--- config.mk ---
export PLATFORM = sky130hd
export DESIGN_NAME = muldiv_ctrl
export DESIGN_NICKNAME = d
export VERILOG_FILES = /design/src/rtl/muldiv_ctrl_pkg.sv /design/src/rtl/muldiv_ctrl_div_iter.sv /design/src/rtl/muldiv_ctrl.sv
export SDC_FILE = /design/constraint.sdc
export NUM_CORES = 2
export LEC_CHECK = 0
export ABC_CLOCK_PERIOD_IN_PS = 9150
export BUFFER_PORTS_ARGS = -buffer_cell sky130_fd_sc_hd__buf_2
export CAP_MARGIN = 20
export CORE_MARGIN = 1
export CORE_UTILIZATION = 41
export DETAILED_ROUTE_END_ITERATION = 12
export PLACE_DENSITY = 0.66
export SLEW_MARGIN = 20
export SYNTH_ARGS = -nofsm -noshare
export SYNTH_HDL_FRONTEND = slang
export SYNTH_SLANG_ARGS = --single-unit
--- constraint.sdc ---
create_clock -name clk -period 9.15 [get_ports clk]
set_input_delay 0.4575 -clock clk [delete_from_list [all_inputs] [get_ports clk]]
set_output_delay 0.4575 -clock clk [all_outputs]
set_load 0.01 [all_outputs]
--- src/rtl/muldiv_ctrl_pkg.sv ---
`default_nettype none
// ============================================================================
//  Module      : muldiv_ctrl_pkg
//  Description : Shared opcodes, FSM state encodings and helpers for the
//                HI/LO multiply/divide sequencer.
//  Revision    : 1.0 - initial release
// ============================================================================
package muldiv_ctrl_pkg;

    // Operand width of the integer datapath
    localparam int MD_XLEN = 32;

    // Request opcodes presented by the execute stage
    localparam logic [1:0] MD_OP_MUL  = 2'd0;
    localparam logic [1:0] MD_OP_DIV  = 2'd1;
    localparam logic [1:0] MD_OP_MTHI = 2'd2;
    localparam logic [1:0] MD_OP_MTLO = 2'd3;

    // Sequencer state encodings
    localparam logic [1:0] MD_S_IDLE = 2'd0;
    localparam logic [1:0] MD_S_MUL  = 2'd1;
    localparam logic [1:0] MD_S_DIV  = 2'd2;
    localparam logic [1:0] MD_S_FIX  = 2'd3;

    // Counter start values: multiply runs cnt 1..0, divide runs cnt 31..0
    localparam logic [4:0] MD_MUL_CNT_INIT = 5'd1;
    localparam logic [4:0] MD_DIV_CNT_INIT = 5'd31;

    // Magnitude of a value that is two's complement only when is_signed is set
    function automatic logic [MD_XLEN-1:0] md_mag(input logic [MD_XLEN-1:0] v,
                                                  input logic               is_signed);
        return (is_signed && v[MD_XLEN-1]) ? (~v + 1'b1) : v;
    endfunction

endpackage
`default_nettype wire

--- src/rtl/muldiv_ctrl_div_iter.sv ---
`default_nettype none
// ============================================================================
//  Module      : div_iter
//  Description : Unsigned 32-bit restoring divider datapath. One quotient bit
//                per step; operands must already be magnitudes.
//  Revision    : 1.0 - initial release
// ============================================================================
module div_iter
    import muldiv_ctrl_pkg::*;
(
    input  logic               clk,
    input  logic               resetn,
    input  logic               load,
    input  logic               step,
    input  logic [MD_XLEN-1:0] dividend,
    input  logic [MD_XLEN-1:0] divisor,
    output logic [MD_XLEN-1:0] quotient,
    output logic [MD_XLEN-1:0] remainder
);

    logic [MD_XLEN-1:0] r_rem;
    logic [MD_XLEN-1:0] r_quo;
    logic [MD_XLEN-1:0] r_div;

    logic [MD_XLEN:0]   w_shift;
    logic               w_fits;
    logic [MD_XLEN-1:0] w_diff;

    // Partial remainder shifted left by one with the next dividend bit brought
    // in from the top of the quotient register. When the divisor fits, the
    // true difference is below the divisor, so 32 bits hold it exactly.
    assign w_shift = {r_rem, r_quo[MD_XLEN-1]};
    assign w_fits  = (w_shift >= {1'b0, r_div});
    assign w_diff  = w_shift[MD_XLEN-1:0] - r_div;

    // Load operands, then shift one restoring-division step per enabled cycle
    always_ff @(posedge clk) begin
        if (!resetn) begin
            r_rem <= '0;
            r_quo <= '0;
            r_div <= '0;
        end else if (load) begin
            r_rem <= '0;
            r_quo <= dividend;
            r_div <= divisor;
        end else if (step) begin
            r_rem <= w_fits ? w_diff : w_shift[MD_XLEN-1:0];
            r_quo <= {r_quo[MD_XLEN-2:0], w_fits};
        end
    end

    assign quotient  = r_quo;
    assign remainder = r_rem;

endmodule
`default_nettype wire

--- src/rtl/muldiv_ctrl.sv ---
`default_nettype none
// ============================================================================
//  Module      : muldiv_ctrl
//  Description : HI/LO owner and mul/div sequencer. 2-cycle multiply,
//                33-cycle restoring divide, zero-stall MTHI/MTLO, abortable
//                through cancel without disturbing HI/LO.
//  Revision    : 1.0 - initial release
// ============================================================================
module muldiv_ctrl
    import muldiv_ctrl_pkg::*;
(
    input  logic               clk,
    input  logic               resetn,
    input  logic               req_valid,
    output logic               req_ready,
    input  logic [1:0]         req_op,
    input  logic               req_sign,
    input  logic [MD_XLEN-1:0] req_a,
    input  logic [MD_XLEN-1:0] req_b,
    input  logic               cancel,
    output logic               busy,
    output logic               done,
    output logic [MD_XLEN-1:0] hi,
    output logic [MD_XLEN-1:0] lo
);

    logic [1:0]         r_state;
    logic [4:0]         r_cnt;
    logic               r_sign;
    logic [MD_XLEN-1:0] r_a;
    logic [MD_XLEN-1:0] r_b;
    logic [63:0]        r_prod;
    logic               r_neg_q;
    logic               r_neg_r;
    logic [MD_XLEN-1:0] r_hi;
    logic [MD_XLEN-1:0] r_lo;

    logic               w_idle;
    logic               w_accept;
    logic               w_mul_last;
    logic               w_commit_mul;
    logic               w_commit_div;
    logic               w_div_load;
    logic               w_div_step;
    logic [MD_XLEN-1:0] w_quo;
    logic [MD_XLEN-1:0] w_rem;
    logic [MD_XLEN-1:0] w_quo_fix;
    logic [MD_XLEN-1:0] w_rem_fix;
    logic signed [32:0] w_mul_a;
    logic signed [32:0] w_mul_b;
    logic signed [63:0] w_prod;

    assign w_idle     = (r_state == MD_S_IDLE);
    assign w_accept   = req_valid && w_idle && !cancel;
    assign w_mul_last = (r_state == MD_S_MUL) && (r_cnt == 5'd0);

    // Cancel always beats a commit landing in the same cycle
    assign w_commit_mul = w_mul_last && !cancel;
    assign w_commit_div = (r_state == MD_S_FIX) && !cancel;

    assign w_div_load = w_accept && (req_op == MD_OP_DIV);
    assign w_div_step = (r_state == MD_S_DIV) && !cancel;

    // 33x33 signed product: the extra top bit is the sign for signed ops and
    // zero for unsigned ops, so one signed multiplier serves both. The low
    // 64 bits of the widened product are the architectural result.
    assign w_mul_a = {r_sign & r_a[MD_XLEN-1], r_a};
    assign w_mul_b = {r_sign & r_b[MD_XLEN-1], r_b};
    assign w_prod  = 64'(w_mul_a) * 64'(w_mul_b);

    // Two's-complement fixups applied to the magnitude results in FIX
    assign w_quo_fix = r_neg_q ? (~w_quo + 1'b1) : w_quo;
    assign w_rem_fix = r_neg_r ? (~w_rem + 1'b1) : w_rem;

    div_iter u_div_iter (
        .clk       (clk),
        .resetn    (resetn),
        .load      (w_div_load),
        .step      (w_div_step),
        .dividend  (md_mag(req_a, req_sign)),
        .divisor   (md_mag(req_b, req_sign)),
        .quotient  (w_quo),
        .remainder (w_rem)
    );

    // Sequencer FSM and iteration counter
    always_ff @(posedge clk) begin
        if (!resetn) begin
            r_state <= MD_S_IDLE;
            r_cnt   <= 5'd0;
        end else begin
            case (r_state)
                MD_S_IDLE: begin
                    if (w_accept && (req_op == MD_OP_MUL)) begin
                        r_state <= MD_S_MUL;
                        r_cnt   <= MD_MUL_CNT_INIT;
                    end else if (w_accept && (req_op == MD_OP_DIV)) begin
                        r_state <= MD_S_DIV;
                        r_cnt   <= MD_DIV_CNT_INIT;
                    end
                end
                MD_S_MUL: begin
                    if (cancel || (r_cnt == 5'd0)) begin
                        r_state <= MD_S_IDLE;
                        r_cnt   <= 5'd0;
                    end else begin
                        r_cnt <= r_cnt - 5'd1;
                    end
                end
                MD_S_DIV: begin
                    if (cancel) begin
                        r_state <= MD_S_IDLE;
                        r_cnt   <= 5'd0;
                    end else if (r_cnt == 5'd0) begin
                        r_state <= MD_S_FIX;
                    end else begin
                        r_cnt <= r_cnt - 5'd1;
                    end
                end
                default: begin
                    r_state <= MD_S_IDLE;
                    r_cnt   <= 5'd0;
                end
            endcase
        end
    end

    // Operand latches, sign-fixup flags and the registered product
    always_ff @(posedge clk) begin
        if (!resetn) begin
            r_sign  <= 1'b0;
            r_a     <= '0;
            r_b     <= '0;
            r_neg_q <= 1'b0;
            r_neg_r <= 1'b0;
            r_prod  <= '0;
        end else begin
            if (w_accept && (req_op == MD_OP_MUL)) begin
                r_sign <= req_sign;
                r_a    <= req_a;
                r_b    <= req_b;
            end
            if (w_div_load) begin
                r_neg_q <= req_sign && (req_a[MD_XLEN-1] ^ req_b[MD_XLEN-1]);
                r_neg_r <= req_sign && req_a[MD_XLEN-1];
            end
            if ((r_state == MD_S_MUL) && (r_cnt == MD_MUL_CNT_INIT)) begin
                r_prod <= w_prod;
            end
        end
    end

    // Architectural HI/LO: written only by MTHI/MTLO accept or a mul/div commit
    always_ff @(posedge clk) begin
        if (!resetn) begin
            r_hi <= '0;
            r_lo <= '0;
        end else if (w_accept && (req_op == MD_OP_MTHI)) begin
            r_hi <= req_a;
        end else if (w_accept && (req_op == MD_OP_MTLO)) begin
            r_lo <= req_a;
        end else if (w_commit_mul) begin
            r_hi <= r_prod[63:32];
            r_lo <= r_prod[31:0];
        end else if (w_commit_div) begin
            r_hi <= w_rem_fix;
            r_lo <= w_quo_fix;
        end
    end

    assign req_ready = w_idle;
    assign busy      = !w_idle;
    assign done      = w_commit_mul || w_commit_div;
    assign hi        = r_hi;
    assign lo        = r_lo;

endmodule
`default_nettype wire

======== After elaboration in Yosys (flattened, before gate mapping) ========
Index checks and enable logic that the tools add are counted.
storage, ports and cells
  register bits ........................... 298
  input bits .............................. 71
  output and inout port bits .............. 67
operators by class
  add/sub/neg operators ................... 6
  multipliers ............................. 1
  order comparisons ....................... 1
  eq/ne operators ......................... 12
  multiplexer cells ....................... 26
  bitwise logic cells ..................... 9
  reduce and logical (&&, ||, !) cells .... 29
operators with widths
  operator               number
  $mux 32                14
  $add 32x1->32 const B  4
  $not 32->32            4
  $mul 33x33->64         1
  $ge 33x32->1           1
  $sub 32x32->32         1
  $mux 5                 5
  $pmux 5 s3             1
  $logic_and 1x1->1      14
  $mux 2                 5
  $eq 2x2->1 const B     4
  $pmux 2 s3             1
  $reduce_and 2->1       3
  $reduce_bool 3->1      2
  $eq 5x1->1 const B     1
  $logic_not 5->1        1
  $sub 5x1->5 const B    1
  $eq 2x1->1 const B     2
  $logic_not 2->1        2
  $ne 3x1->1 const B     1
  $ne 3x2->1 const B     1
  $ne 3x3->1 const B     1
  $reduce_and 3->1       1
  $and 1x1->1            2
  other kinds (8)        11

======== Logic depth before layout (Yosys ltp) ========
  depth in word-level cells ............... 7
  gate-level depth with buffers ........... 31
  mapped depth without buffers ............ 28

======== By module ========
Synthesis repeated with hierarchy kept, for this count alone.
second synthesis, totals
  cell total of the unflattened synthesis .. 6462
  area total of the unflattened synthesis .. 55175.4 um^2
modules (own cells, without submodules)
  module       times used  cells an instance  area each (um^2)
  muldiv_ctrl  1           5695               49003.2
  div_iter     1           767                6172.2

======== Least setup slack after synthesis ========
Ideal clock, no wire load.
  path kind ............................... register -> register
  start point ............................. reg r_sign
  end point ............................... reg r_prod[61]
  library setup time ...................... 0.076 ns
  data arrival time ....................... 7.901 ns
  required time ........................... 9.074 ns
  slack ................................... 1.173 ns
  stages on the path, launching flop included .. 29
  path buffers ............................ 3
  path through ............................ dfxtp_1 > and2_1 > clkbuf_1 > clkbuf_1 > nand2_1 > inv_1 > fa_1 > inv_1 > fa_1 > inv_1 > fa_1 > fa_1 > inv_1 > fa_1 > fa_1 > fa_1 > fa_1 > inv_1 > ha_1 > clkbuf_1 > o21a_1 > o21ai_0 > nand2b_1 > a31o_2 > a22oi_1 > a311oi_1 > a41o_1 > mux2_2 > o22ai_1
between the ends
  longest elaborated chain between the ends .. 2
ends and longest elaborated chain
  item                            line                                  text
  from (decl)                     muldiv_ctrl.sv:29                     logic r_sign;
  from (signal assigned)          muldiv_ctrl.sv:139                    r_sign <= req_sign;
  $and 1x1->1 (on tied branches)  muldiv_ctrl.sv:67, muldiv_ctrl.sv:68
  $mul 33x33->64 (*)              muldiv_ctrl.sv:69                     assign w_prod = 64'(w_mul_a) * 64'(w_mul_b);
  to (signal assigned)            muldiv_ctrl.sv:148                    r_prod <= w_prod;
  to (decl)                       muldiv_ctrl.sv:32                     logic [63:0] r_prod;
Mark *: on every way between the ends. The rest lies on a longest branch, timed or not.
A chain may end at the register's enable or synchronous reset.

======== Worst setup path after layout ========
  start point ............................. reg r_a[10]
  end point ............................... reg r_prod[61]
between the ends
  longest elaborated chain between the ends .. 1
ends and longest elaborated chain
  item                    line                text
  from (decl)             muldiv_ctrl.sv:30   logic [MD_XLEN-1:0] r_a;
  from (signal assigned)  muldiv_ctrl.sv:140  r_a <= req_a;
  $mul 33x33->64          muldiv_ctrl.sv:69
No other way between the ends.

==> out/results.md <==
## Outcome
* finished clean — run status

## Clock network
* done — clock tree from TritonCTS
* 2 — H-tree lvl count
* 35 — CTS buffer count
* 298 — CTS Sinks
* 580 ps — insertion delay of the later-clocked pin in the worst-skew pair
* sky130_fd_sc_hd__clkbuf_16 — cell chosen for the clock root
* 0 — post-CTS setup buffers
* 60 ps — clk slew on worst S/H paths
* 3 — deepest clock path buffer count

## Global routing
* 97 — pin count of the biggest net entering global routing
* 0 — total gr overflow
* 44600 — via count of the first global-routing pass
* 2 — antenna violations before repair
* 23.7% — all-layer global routing usage
* 253 mm — first-pass GRT wire length

## Floorplanning
* 131000 sq um — core area
* 366 microns — die span in y
* 134000 sq um — die outline area
* 41.3% — starting density of the core
* 138 — top-level port count
* 366 microns — Die Span X
* 133 — number of rows created at floorplan

## Final layout
* 12900 — number of filler instances in the final layout
* 5.98% — layout cell share with drive strength beyond 1
* 7.03% — synthesis-to-layout area growth
* 7706 — Final #Nets

## STA
* 96.5% — part of the cycle the worst path needs
* 34.3 ps — Clock Skew
* 113 MHz — top achievable clock speed
* 22.7% — worst max-slew margin expressed relative to the limit
* 0 — max-slew violation count
* 0 — final hold violation count
* 1160 ps — measured slew at the worst slew-check pin
* 0 — total of endpoints with negative setup slack in the final report
* 0 ps — setup tns final
* no — unrepaired setup endpoints after global routing
* 8830 ps — Final Critical Period

## Worst hold path
* req_b[30] — source of the worst hold timing path
* 3 — worst hold path depth
* in2reg — class of the worst hold path
* r_b[30]$_SDFFE_PN0P_ — destination of the worst hold path

## Logic synthesis
* 11.0% — sequential cell area fraction in the yosys report
* 8.57 sq um — Avg Synthesized Cell Area
* sky130_fd_sc_hd__dfxtp_1 — commonest register cell after synthesis
* 298 — register bit count reported by yosys
* 0% — share of synthesized flip-flops with an asynchronous set or reset
* 69 — number of library cell types mapped by synthesis
* 6344 — instance count of the mapped netlist
* 0 — number of synthesized flops with an enable pin
* 0 — count of yosys warnings during synthesis
* 7791 — Post-Syn Nets
* 54400 sq um — post-synthesis instance area

## Critical path
* r_prod[61]$_SDFFE_PN0P_ — r2r endpoint
* r_a[10]$_SDFFE_PN0P_ — startpoint of the worst register-to-register path
* register — kind of start point of the critical path
* reg2reg — category of the critical setup timing path
* 24 — depth of the worst register-to-register path
* 9320 ps — worst path arrival time
* 320 ps — worst-case register-to-register setup slack
* 16 — Crit Path Max Fanout
* 9640 ps — Worst Path Required
* register — Worst setup EP type

## Route
* 3234 — initial detailed-routing violation count
* 43300 — via total after detailed routing
* 158 mm — total wire length after detailed routing
* 0 — ANT nets after route
* 19.6 microns — post-detailed-route wirelength per cell
* 5.38 — per-cell via count in the routed design
* 5 — length of the first detailed-routing pass in iterations
* 0 — detailed-route DRC error count

## Job
* 0 — max capacitance violation total

## Place
* 137 — Buffers on Ports
* 129 mm — half-perimeter wire length after placement
* 0.954 — final RePlAce weighted congestion

## Power and ir drop
* 3.94 mW — Design Power
* 67.7 nW/um^2 — power per cell area
* 27.5 nW — Leakage
* 0.000136 V — maximum ir drop on the vdd rail

how the worst max path moves through the flow:
| stage | slack [ps] | cells past startpoint | end | startpoint |
|---|---|---|---|---|
| after floorplan | 1170 | 28 | r_prod[61]$_SDFFE_PN0P_ | r_sign$_SDFFE_PN0P_ |
| after global placement | 190 | 24 | r_prod[51]$_SDFFE_PN0P_ | r_b[11]$_SDFFE_PN0P_ |
| after detailed placement | 140 | 24 | r_prod[51]$_SDFFE_PN0P_ | r_b[11]$_SDFFE_PN0P_ |
| after CTS | 100 | 24 | r_prod[51]$_SDFFE_PN0P_ | r_b[11]$_SDFFE_PN0P_ |
| after global routing | 90 | 27 | r_prod[61]$_SDFFE_PN0P_ | r_b[9]$_SDFFE_PN0P_ |
| final | 320 | 24 | r_prod[61]$_SDFFE_PN0P_ | r_a[10]$_SDFFE_PN0P_ |
critical path: stages, from the launching register on:
cell and delay (ps):
sky130_fd_sc_hd__dfxtp_1 930, sky130_fd_sc_hd__buf_4 380, sky130_fd_sc_hd__nand2_1 110, sky130_fd_sc_hd__fa_1 550, sky130_fd_sc_hd__inv_1 50, sky130_fd_sc_hd__fa_1 530, sky130_fd_sc_hd__inv_1 50, sky130_fd_sc_hd__fa_1 480
sky130_fd_sc_hd__fa_1 630, sky130_fd_sc_hd__fa_1 430, sky130_fd_sc_hd__inv_1 110, sky130_fd_sc_hd__fa_1 440, sky130_fd_sc_hd__fa_1 510, sky130_fd_sc_hd__fa_1 410, sky130_fd_sc_hd__ha_1 450, sky130_fd_sc_hd__nand2_1 150
sky130_fd_sc_hd__or4_1 580, sky130_fd_sc_hd__or3_1 340, sky130_fd_sc_hd__a31oi_1 180, sky130_fd_sc_hd__a211o_2 270, sky130_fd_sc_hd__a22oi_1 140, sky130_fd_sc_hd__a311oi_1 350, sky130_fd_sc_hd__a41o_1 230, sky130_fd_sc_hd__mux2_2 330
sky130_fd_sc_hd__o22ai_1 100
layer usage:
metal	track usage (%)	up-vias	wire, microns
met4	8.09	0	6170
met2	40.5	1460	77700
met1	31.4	22300	64800
met3	2.28	329	8940
met5	0	-	0
li1	-	19200	-
stage by stage:
stage	hold WS, ps	util, %	cell area [sq um]	cells	setup slack [ps]
after floorplan	432	-	54400	6344	1170
after global placement	444	43.2	56800	7977	187
after detailed placement	449	43.2	56800	7977	143
after CTS	175	44.2	58200	8041	105
after global routing	190	44.2	58200	8041	93.2
final	194	44.3	58200	8043	320
flip-flops by register name, summed over array words and instances (netlist names):
name / count
r_prod: 64
r_cnt: 5
r_a: 32
r_b: 32
r_neg_r: 1
u_div_iter.r_div: 32
r_sign: 1
u_div_iter.quotient: 32
r_neg_q: 1
u_div_iter.remainder: 32
lo: 32
hi: 32
r_state: 2
report_power, final:
group          leakage [nW]  internal (mW)  switching (mW)  total, mW
registers              2.41           1.34          0.0729       1.41
logic                  24.5          0.321           0.593      0.914
clock network         0.640          0.986           0.625       1.61
total                  27.5           2.64            1.29       3.94
cell usage in the layout (no fill, tap or decap), types with 23 or more instances in the layout:
master	count
sky130_fd_sc_hd__inv_1	1157
sky130_fd_sc_hd__nand2_1	1155
sky130_fd_sc_hd__fa_1	1125
sky130_fd_sc_hd__and2_1	402
sky130_fd_sc_hd__dfxtp_1	295
sky130_fd_sc_hd__a21oi_1	260
sky130_fd_sc_hd__ha_1	250
sky130_fd_sc_hd__nor2_1	208
sky130_fd_sc_hd__o21ai_0	177
sky130_fd_sc_hd__buf_2	136
sky130_fd_sc_hd__buf_4	132
sky130_fd_sc_hd__xnor2_1	112
sky130_fd_sc_hd__xor2_1	94
sky130_fd_sc_hd__o211a_1	79
sky130_fd_sc_hd__nand3_1	63
sky130_fd_sc_hd__a21o_1	45
sky130_fd_sc_hd__a211oi_1	44
sky130_fd_sc_hd__clkbuf_16	35
sky130_fd_sc_hd__and3_1	29
sky130_fd_sc_hd__o31ai_1	29
sky130_fd_sc_hd__a311oi_1	28
sky130_fd_sc_hd__nor3_1	27
sky130_fd_sc_hd__o211ai_1	27
sky130_fd_sc_hd__nand4_1	26
sky130_fd_sc_hd__o41ai_1	25
sky130_fd_sc_hd__a31oi_1	25
sky130_fd_sc_hd__a21boi_0	23
synth_stat cells, types with 6 or more instances:
cell type | instances | area share, %
sky130_fd_sc_hd__buf_1 | 9 | 0.062
sky130_fd_sc_hd__nand2b_1 | 23 | 0.26
sky130_fd_sc_hd__inv_1 | 1158 | 8.0
sky130_fd_sc_hd__o21ai_0 | 177 | 1.6
sky130_fd_sc_hd__a211oi_1 | 44 | 0.61
sky130_fd_sc_hd__and2_1 | 403 | 4.6
sky130_fd_sc_hd__clkbuf_1 | 379 | 2.6
sky130_fd_sc_hd__a31oi_1 | 25 | 0.29
sky130_fd_sc_hd__xnor2_1 | 112 | 1.8
sky130_fd_sc_hd__nor3_1 | 29 | 0.27
sky130_fd_sc_hd__a31o_2 | 6 | 0.097
sky130_fd_sc_hd__nor2_1 | 210 | 1.5
sky130_fd_sc_hd__o311ai_0 | 18 | 0.29
sky130_fd_sc_hd__nand2_1 | 1156 | 8.0
sky130_fd_sc_hd__nand4_1 | 26 | 0.30
sky130_fd_sc_hd__nand3b_1 | 6 | 0.083
sky130_fd_sc_hd__nor4_1 | 16 | 0.18
sky130_fd_sc_hd__fa_1 | 1126 | 41
sky130_fd_sc_hd__o31ai_1 | 29 | 0.40
sky130_fd_sc_hd__or4_1 | 16 | 0.22
sky130_fd_sc_hd__mux2i_1 | 6 | 0.11
sky130_fd_sc_hd__a21boi_0 | 23 | 0.32
sky130_fd_sc_hd__xor2_1 | 94 | 1.5
sky130_fd_sc_hd__nor2b_1 | 18 | 0.21
sky130_fd_sc_hd__o211a_1 | 79 | 1.5
sky130_fd_sc_hd__or3_1 | 19 | 0.22
sky130_fd_sc_hd__o211ai_1 | 27 | 0.37
sky130_fd_sc_hd__or2_2 | 15 | 0.17
sky130_fd_sc_hd__nand3_1 | 64 | 0.59
sky130_fd_sc_hd__a311oi_1 | 28 | 0.45
sky130_fd_sc_hd__o21bai_1 | 12 | 0.17
sky130_fd_sc_hd__a21oi_1 | 260 | 2.4
sky130_fd_sc_hd__o21a_1 | 17 | 0.23
sky130_fd_sc_hd__a21o_1 | 45 | 0.62
sky130_fd_sc_hd__ha_1 | 250 | 5.8
sky130_fd_sc_hd__o41ai_1 | 26 | 0.42
sky130_fd_sc_hd__and3_1 | 29 | 0.33
sky130_fd_sc_hd__dfxtp_1 | 298 | 11
sky130_fd_sc_hd__o22ai_1 | 9 | 0.10
cells by family (layout without fill, tap and decap cells):
family / after synthesis / count (layout) / synth area share [%]
compound gates: 858 / 858 / 10.4
xor+xnor: 206 / 206 / 3.32
fa+ha+maj: 1377 / 1377 / 47.2
buf+inv: 1551 / 1493 / 10.7
flops: 298 / 298 / 11.0
mux: 7 / 7 / 0.131
other cells: 0 / 2 / 0
simple gates: 2047 / 2047 / 17.2
final cells by class:
type                    count  area (sq um)  area share (%)
inverters                1158          4350            7.47
well taps                1755          2200            3.77
repair buffers            271          1730            2.98
clock buffers              49          1020            1.75
diodes                      2          5.00         0.00860
clock inverters            15           300           0.516
multi-input cells        4495         42600            73.2
flip-flops and latches    298          5970            10.3
repair_timing:
action | 4_1_cts | 5_1_grt
hold buffers | 0 | 0
resized for setup | 0 | 3
setup endpoints to repair | 0 | 3
Power figures use the tool's default switching activity.
